$ cat config.mk
export PLATFORM = sky130hd
export DESIGN_NAME = alu_sequencer
export DESIGN_NICKNAME = d
export VERILOG_FILES = /design/src/rtl/alu_pkg.sv /design/src/rtl/alu.sv /design/src/rtl/alu_sequencer.sv
export SDC_FILE = /design/constraint.sdc
export NUM_CORES = 1
export LEC_CHECK = 0
export CELL_PAD_IN_SITES_DETAIL_PLACEMENT = 0
export CELL_PAD_IN_SITES_GLOBAL_PLACEMENT = 1
export CORE_MARGIN = 4
export CORE_UTILIZATION = 45
export DETAILED_ROUTE_END_ITERATION = 10
export PLACE_DENSITY_LB_ADDON = 0.1
export REMOVE_ABC_BUFFERS = 1
export SETUP_SLACK_MARGIN = 0.1
export SLEW_MARGIN = 20
export SYNTH_ARGS = -nofsm -noshare
export SYNTH_HDL_FRONTEND = slang
export SYNTH_HIERARCHICAL = 1
export SYNTH_SLANG_ARGS = --single-unit
$ cat constraint.sdc
create_clock -name clk -period 5.7 [get_ports clk]
set_input_delay 0.855 -clock clk [delete_from_list [all_inputs] [get_ports clk]]
set_output_delay 0.855 -clock clk [all_outputs]
set_load 0.005 [all_outputs]
$ cat src/rtl/alu_pkg.sv
// alu_pkg: shared ALU op, flag and sequencer state types
package alu_pkg;
  typedef enum logic [2:0] {OP_ADD, OP_SUB, OP_AND, OP_XOR, OP_SHR, OP_LDUI} alu_op_e;
  typedef struct packed {
    logic z;
    logic c;
    logic n;
    logic v;
  } alu_flags_t;
  typedef enum logic [1:0] {IDLE, EXEC, SHIFT, RESP} state_e;
  // s2[15] selects left shifts, encoded as a two's-complement count in s2[3:0]
  function automatic logic [3:0] shift_amt(input logic [15:0] s2);
    return s2[15] ? 4'(4'd0 - s2[3:0]) : s2[3:0];
  endfunction
endpackage

$ cat src/rtl/alu.sv
// alu: combinational 16-bit ALU for the non-shift ops with {z,c,n,v} flags
module alu
  import alu_pkg::*;
(
  input  logic [2:0]  op_i,
  input  logic [15:0] a_i,
  input  logic [15:0] b_i,
  output logic [15:0] d_o,
  output alu_flags_t  flags_o
);
  logic [16:0] add_r;
  logic [16:0] sub_r;
  assign add_r = {1'b0, a_i} + {1'b0, b_i};
  assign sub_r = {1'b0, a_i} + {1'b0, ~b_i} + 17'd1;
  // result mux and flags; SUB carry means no borrow, unknown ops yield zero
  always_comb begin
    d_o = op_i == OP_ADD ? add_r[15:0] : op_i == OP_SUB ? sub_r[15:0] : op_i == OP_AND ? a_i & b_i :
          op_i == OP_XOR ? a_i ^ b_i : op_i == OP_LDUI ? {b_i[7:0], 8'h00} : 16'h0000;
    flags_o.z = d_o == 16'h0000;
    flags_o.n = d_o[15];
    flags_o.c = op_i == OP_ADD ? add_r[16] : op_i == OP_SUB && sub_r[16];
    flags_o.v = op_i == OP_ADD ? (a_i[15] == b_i[15]) && (add_r[15] != a_i[15]) :
                op_i == OP_SUB && (a_i[15] != b_i[15]) && (sub_r[15] != a_i[15]);
  end
endmodule

$ cat src/rtl/alu_sequencer.sv
// alu_sequencer: request/response wrapper around the ALU with a bit-serial shifter
module alu_sequencer
  import alu_pkg::*;
#(
  parameter int RD_W = 3
) (
  input  logic            clk,
  input  logic            rst,
  input  logic            req_valid,
  output logic            req_ready,
  input  logic [2:0]      req_op,
  input  logic [15:0]     req_s1,
  input  logic [15:0]     req_s2,
  input  logic [RD_W-1:0] req_rd,
  input  logic            req_setflags,
  output logic            rsp_valid,
  input  logic            rsp_ready,
  output logic [15:0]     rsp_d,
  output logic [RD_W-1:0] rsp_rd,
  output alu_flags_t      flags
);
  state_e          state_q, state_d;
  logic [2:0]      op_q, op_d;
  logic [15:0]     s1_q, s1_d, s2_q, s2_d;
  logic [RD_W-1:0] rd_q, rd_d, rsp_rd_q, rsp_rd_d;
  logic            setf_q, setf_d;
  logic [3:0]      cnt_q, cnt_d;
  logic [15:0]     rsp_d_q, rsp_d_d;
  alu_flags_t      flags_q, flags_d;
  logic [15:0]     alu_d;
  alu_flags_t      alu_f;
  logic [3:0]      amt;
  logic [15:0]     sh_d;
  logic            sh_c;
  alu u_alu (
    .op_i   (op_q),
    .a_i    (s1_q),
    .b_i    (s2_q),
    .d_o    (alu_d),
    .flags_o(alu_f)
  );
  assign amt       = shift_amt(req_s2);
  assign sh_d      = s2_q[15] ? {s1_q[14:0], 1'b0} : {1'b0, s1_q[15:1]};
  assign sh_c      = s2_q[15] ? s1_q[15] : s1_q[0];
  assign req_ready = state_q == IDLE;
  assign rsp_valid = state_q == RESP;
  assign rsp_d     = rsp_d_q;
  assign rsp_rd    = rsp_rd_q;
  assign flags     = flags_q;
  // next state; result and flags are captured on the transition into RESP
  always_comb begin
    state_d  = state_q;
    op_d     = op_q;
    s1_d     = s1_q;
    s2_d     = s2_q;
    rd_d     = rd_q;
    setf_d   = setf_q;
    cnt_d    = cnt_q;
    rsp_d_d  = rsp_d_q;
    rsp_rd_d = rsp_rd_q;
    flags_d  = flags_q;
    case (state_q)
      IDLE: if (req_valid) begin
        op_d   = req_op;
        s1_d   = req_s1;
        s2_d   = req_s2;
        rd_d   = req_rd;
        setf_d = req_setflags;
        if (req_op != OP_SHR) state_d = EXEC;
        else if (amt != 4'd0) begin
          state_d = SHIFT;
          cnt_d   = amt;
        end else begin
          state_d  = RESP;
          rsp_d_d  = req_s1;
          rsp_rd_d = req_rd;
          flags_d  = req_setflags ? alu_flags_t'({req_s1 == 16'h0000, 1'b0, req_s1[15], 1'b0}) : flags_q;
        end
      end
      EXEC: begin
        state_d  = RESP;
        rsp_d_d  = alu_d;
        rsp_rd_d = rd_q;
        flags_d  = setf_q ? alu_f : flags_q;
      end
      SHIFT: begin
        s1_d  = sh_d;
        cnt_d = cnt_q - 4'd1;
        if (cnt_q == 4'd1) begin
          state_d  = RESP;
          rsp_d_d  = sh_d;
          rsp_rd_d = rd_q;
          flags_d  = setf_q ? alu_flags_t'({sh_d == 16'h0000, sh_c, sh_d[15], 1'b0}) : flags_q;
        end
      end
      RESP: state_d = rsp_ready ? IDLE : RESP;
      default: state_d = IDLE;
    endcase
  end
  // state register; reset drops any in-flight operation
  always_ff @(posedge clk) begin
    if (rst) begin
      state_q  <= IDLE;
      op_q     <= 3'd0;
      s1_q     <= 16'h0000;
      s2_q     <= 16'h0000;
      rd_q     <= '0;
      setf_q   <= 1'b0;
      cnt_q    <= 4'd0;
      rsp_d_q  <= 16'h0000;
      rsp_rd_q <= '0;
      flags_q  <= '0;
    end else begin
      state_q  <= state_d;
      op_q     <= op_d;
      s1_q     <= s1_d;
      s2_q     <= s2_d;
      rd_q     <= rd_d;
      setf_q   <= setf_d;
      cnt_q    <= cnt_d;
      rsp_d_q  <= rsp_d_d;
      rsp_rd_q <= rsp_rd_d;
      flags_q  <= flags_d;
    end
  end
endmodule
==> results.cfg, run 1 <==
[sta]
fin_tns_setup_ns = 0
fin_crit_sh_pct = 71.9
hold_violations = 0
skew_ns = 0.00672
worst_pin_slew_ns = 1.09
max_slew_margin_pct = 26.8
fmax_mhz = 244
setup_violations = 0
whs_ns = 0.461
grt_setup_unrepaired = false
min_period_ns = 4.10
final_max_slew_viol_count = 0

[global_route]
grt_pass1_vias = 6048
grt_first_pass_wirelength_um = 32100
grt_max_degree = 69
grt-ovfl-total = 0
grt_usage_pct = 26.9
antenna_found_initial = 0

[setup_path]
cp-end-kind = register
worstPathArrival_ns = 4.35
cp.required_ns = 5.95
startpoint_type = register
cp_max_fo = 4
critPathKind = reg2reg

[pwr]
vdd_drop_max_mv = 0.579
power_density_nw_per_um2 = 538
p_leak_nw = 2.65

[drt]
drt_iter0_drc = 657
dr.pass1.iters = 5
post_drt_wl_per_cell_um = 19.5
drt_wl_total_um = 20400
wl_met2_um = 8850
routed-wl-met3_um = 1370
via_count = 6360
post-route-drc-count = 0
vias_per_cell = 6.07
highest_layer = met4
wl_met1_um = 9700
ant_nets = 0

[final_layout]
layout_common_cells = 109 x a21oi_1, 99 x nand2_1, 86 x nor2_1
register_area_um2 = 1360
n_fill_cell = 1325
drive_gt1_share_pct = 6.65
final_common_cell = a21oi_1
syn_to_final_growth_pct = 17.0
final_nets = 952
multi_input_area_um2 = 4210
num_antenna_cells = 0

[outcome]
outcome = completed

[cts]
cts_resized = 0
cts_inserted_buffers = 9
cts-hold-fix-buffers = 0
cts_root_buf = clkbuf_16
htree_levels = 3
cts.path.max_buffers = 2
clk_latency_ns = 0.34
clock-sinks = 68
post_cts_buffers = 0
clk_pin_slew_ns = 0.06
cts_tree = built

[floorplanning]
start_util_pct = 45.7
rows = 42
die_x_um = 124
fp.dieH_um = 124
coreArea_um2 = 13200
die_area_um2 = 15300
ios = 68

[yosys]
synth_edf_count = 0
ys.warnings.count = 6
synthCells = 843
avgSynthCellArea_um2 = 7.14
ys_ff_latch = 68
async_reset_ff_share_pct = 0
synth_ff_type = dfxtp_1
syn_area_um2 = 6020
seq_area_frac_synth_pct = 22.6
synthDistinctLibCells = 80

[placement]
gp_congestion = 0.903
io_buffers = 67
dp_hpwl_um = 14700

[run]
maxCapViolations = 0

[hold_path]
hold_class = reg2reg
## final timing paths
path                                           start               endpoint  slack (ns)  depth (start not counted)
worst max register to register  s2_q[0]$_SDFFE_PP0P_  flags[3]$_SDFFE_PP0P_        1.60                         15
worst min register to register   setf_q$_SDFFE_PP0P_    setf_q$_SDFFE_PP0P_        0.46                          2
worst max-delay path            s2_q[0]$_SDFFE_PP0P_  flags[3]$_SDFFE_PP0P_        1.60                         15
worst min-delay path             setf_q$_SDFFE_PP0P_    setf_q$_SDFFE_PP0P_        0.46                          2
## synthesized netlist by cell type (14+ instances only)
library cell / count / area, um^2
nor3_1: 19 / 95.1
clkbuf_1: 48 / 180
or3_1: 19 / 119
o21ai_0: 64 / 320
inv_1: 44 / 165
ha_1: 40 / 500
nand3_1: 15 / 75.1
nor2_1: 86 / 323
mux2i_1: 16 / 160
o211ai_1: 14 / 105
nand2_1: 99 / 372
a211oi_1: 14 / 105
a21oi_1: 109 / 546
dfxtp_1: 68 / 1360
## layer usage
| metal | vias to the layer above | global-route usage (%) |
|---|---|---|
| met3 | 30 | 5.00 |
| met5 | - | 0 |
| met4 | 0 | 9.83 |
| li1 | 3090 | - |
| met2 | 259 | 40.2 |
| met1 | 2981 | 38.5 |
## flip-flops by register name (all words and copies together), names as in the netlist
| register | flops |
|---|---|
| cnt_q | 4 |
| flags | 4 |
| op_q | 3 |
| rd_q | 3 |
| rsp_d | 16 |
| rsp_rd | 3 |
| s1_q | 16 |
| s2_q | 16 |
| setf_q | 1 |
| state_q | 2 |
## logic make-up (layout without fill, tap and decap cells)
group | count (synthesis) | in the layout | share of synthesized area [%]
mux | 25 | 25 | 4.34
xor+xnor | 6 | 6 | 1.31
buf+inv | 109 | 138 | 7.50
flops | 68 | 68 | 22.6
fa+ha+maj | 42 | 42 | 8.98
simple gates | 297 | 297 | 23.4
compound gates | 296 | 296 | 31.9
## layout make-up
type                       instances  share of cell area (%)
multi-input combinational        666                    59.8
sequential                        68                    19.3
clock buffer                      11                    3.59
clock inverter                     5                    1.19
timing repair buffer              78                    10.6
inverter                          44                    2.34
tap                              176                    3.13
## report_power, final
group / internal [mW] / switching [mW]
logic: 0.932 / 1.45
clock network: 0.408 / 0.229
registers: 0.616 / 0.156
## critical path, stage by stage (launching register included)
cell and delay, ns:
dfxtp_1 0.47, ha_1 0.28, fa_1 0.31, nand2b_4 0.08
a2111oi_4 0.41, nor3_2 0.08, o41ai_2 0.27, nor3_1 0.15
or4_1 0.58, nor4_1 0.28, or4b_1 0.49, nor4_2 0.15
nand2_1 0.09, o41ai_1 0.07, a31oi_1 0.08, a211oi_1 0.23
## stage by stage
stage / total power, mW / cells / area, um^2 / setup WS [ns] / utilization, %
floorplan: 2.32 / 778 / 5740 / 2.23 / -
global placement: 3.09 / 1032 / 6710 / 1.75 / 50.9
detailed placement: 3.11 / 1032 / 6710 / 1.69 / 50.9
CTS: 3.77 / 1048 / 7040 / 1.66 / 53.4
global route: 4.09 / 1048 / 7050 / 1.40 / 53.4
finish: 3.79 / 1048 / 7050 / 1.60 / 53.4
Power figures use the tool's default switching activity.
==> inputs of run 2 (changes only) <==
CORE_UTILIZATION = 42   (was 45)
clock period = 3.9 ns   (was 5.7 ns; I/O delays follow)
==> results.cfg, run 2 (synthesized netlist as in run 1, its figures left out) <==
[floorplanning]
die_area_um2 = 16300
ios = 68
coreArea_um2 = 14000
start_util_pct = 43.1
rows = 43
die_x_um = 128
fp.dieH_um = 128

[global_route]
grt-ovfl-total = 0
grt_first_pass_wirelength_um = 35500
grt_max_degree = 41
antenna_found_initial = 0
grt_pass1_vias = 6433
grt_usage_pct = 27.3

[outcome]
outcome = completed

[setup_path]
cp_top_family = compound AO/OA/AOI/OAI gates
startpoint_type = register
critPathKind = reg2reg
rrSetupSlack_ns = 0.14
ff2ff_path_depth = 17
rr_endpoint = flags[3]$_SDFFE_PP0P_
cp_slowest_cell = or4b_4
slowest_delay_ns = 0.60
worstPathArrival_ns = 4.02
cp-end-kind = register
critPathBufInv = 3
cp.required_ns = 4.15
cp_max_fo = 4
r2r-start = s2_q[0]$_SDFFE_PP0P_
cp_common_cell = buf_4
crit_chain = buf_4 > ha_1 > fa_2 > nor2b_2 > o31a_1 > buf_4 > o22a_1 > buf_4 > a311o_1 > o21ai_0 > o21ai_0 > or4b_4 > nor4_4 > nand2_1 > o41ai_2 > a31oi_1 > a211oi_1

[hold_path]
hold_class = reg2reg
min_to = rd_q[2]$_SDFFE_PP0P_
whs_path_depth = 2
hp-start = rd_q[2]$_SDFFE_PP0P_

[pwr]
vdd_drop_max_mv = 0.467
p_leak_nw = 2.96
p_total_mw = 6.13
power_density_nw_per_um2 = 805

[sta]
final_max_slew_viol_count = 0
min_period_ns = 3.76
skew_ns = 0.0116
max_slew_margin_pct = 31.2
grt_setup_unrepaired = true
fmax_mhz = 266
hold_violations = 0
worst_pin_slew_ns = 1.03
setup_violations = 0
fin_crit_sh_pct = 96.5

[placement]
dp_hpwl_um = 16600
gp_congestion = 0.989
io_buffers = 67

[drt]
vias_per_cell = 6.04
via_count = 6699
drt_wl_total_um = 22400
drt_iter0_drc = 684
ant_nets = 0
dr.pass1.iters = 6
post-route-drc-count = 0
post_drt_wl_per_cell_um = 20.2

[cts]
clk_pin_slew_ns = 0.06
cts_root_buf = clkbuf_16
htree_levels = 3
cts_inserted_buffers = 9
cts_tree = built
clock-sinks = 68
cts.path.max_buffers = 2
clk_latency_ns = 0.35

[run]
maxCapViolations = 0

[final_layout]
layout_common_cells = 107 x a21oi_1, 99 x nand2_1, 86 x nor2_1
drive_gt1_share_pct = 15.4
final_nets = 1010
num_antenna_cells = 0
final_common_cell = a21oi_1
fin_util_pct = 54.4
syn_to_final_growth_pct = 26.4
[run 2: cell count changes in the layout (fill, tap and decap cells not counted), sizes merged]
cell / previous run / this run
clkinv: 1 / 3
bufinv: 2 / 1
buf: 12 / 70
clkinvlp: 2 / 1
[run 2: layout make-up]
class                           instances  area (um^2)
Clock inverter                          5         60.1
Tap cell                              180          225
Multi-Input combinational cell        666         4360
Sequential cell                        68         1370
Clock buffer                           11          253
Inverter                               44          165
Timing Repair Buffer                  136         1180
Fill cell                            1428         6380
[run 2: per-layer routing]
metal / global-route usage, % / share of wire [%]
met5: 0 / 0
met4: 11.2 / 3.5
met3: 3.13 / 5.8
met2: 44.0 / 46
met1: 37.1 / 44
[run 2: worst max path at each step]
stage / from / to / slack (ns) / depth (start not counted)
3_3_place_gp: s1_q[0]$_SDFFE_PP0P_ / rsp_d[14]$_SDFFE_PP0P_ / 0.04 / 16
6_report: s2_q[0]$_SDFFE_PP0P_ / flags[3]$_SDFFE_PP0P_ / 0.14 / 17
2_1_floorplan: s2_q[2]$_SDFFE_PP0P_ / flags[3]$_SDFFE_PP0P_ / 0.43 / 15
4_1_cts: s1_q[0]$_SDFFE_PP0P_ / flags[3]$_SDFFE_PP0P_ / 0.11 / 16
5_1_grt: s1_q[0]$_SDFFE_PP0P_ / flags[3]$_SDFFE_PP0P_ / -0.02 / 16
3_5_place_dp: s1_q[0]$_SDFFE_PP0P_ / rsp_d[14]$_SDFFE_PP0P_ / 0.05 / 16
[run 2: worst min-delay path, cell delays in order, from the launching register on]
cell and delay [ns]:
dfxtp_1 0.31, nand2_1 0.05, a21oi_1 0.05
[run 2: stage by stage]
step	worst slack [ns]	instances	hold WS [ns]	setup TNS (ns)	instance area, um^2
after global placement	0.0379	1093	0.442	0	7140
after floorplan	0.429	778	0.430	0	5740
after CTS	0.109	1110	0.455	0	7500
final	0.136	1110	0.459	0	7610
after detailed placement	0.0485	1093	0.447	0	7140
after global routing	-0.0218	1110	0.495	-0.0218	7610
[run 2: power by group]
part           switching (mW)  leakage [nW]  internal, mW
Clock                   0.342         0.152         0.532
Sequential              0.209         0.558         0.904
Combinational            2.41          2.25          1.73
Total                    2.96          2.96          3.17
[run 2: timing repair]
| action | 4_1_cts | 5_1_grt |
|---|---|---|
| setup buffers | 1 | 0 |
| hold buffers | 0 | 0 |
| pin swaps | 3 | 4 |
| resized for setup | 11 | 26 |
| setup endpoints to repair | 3 | 6 |
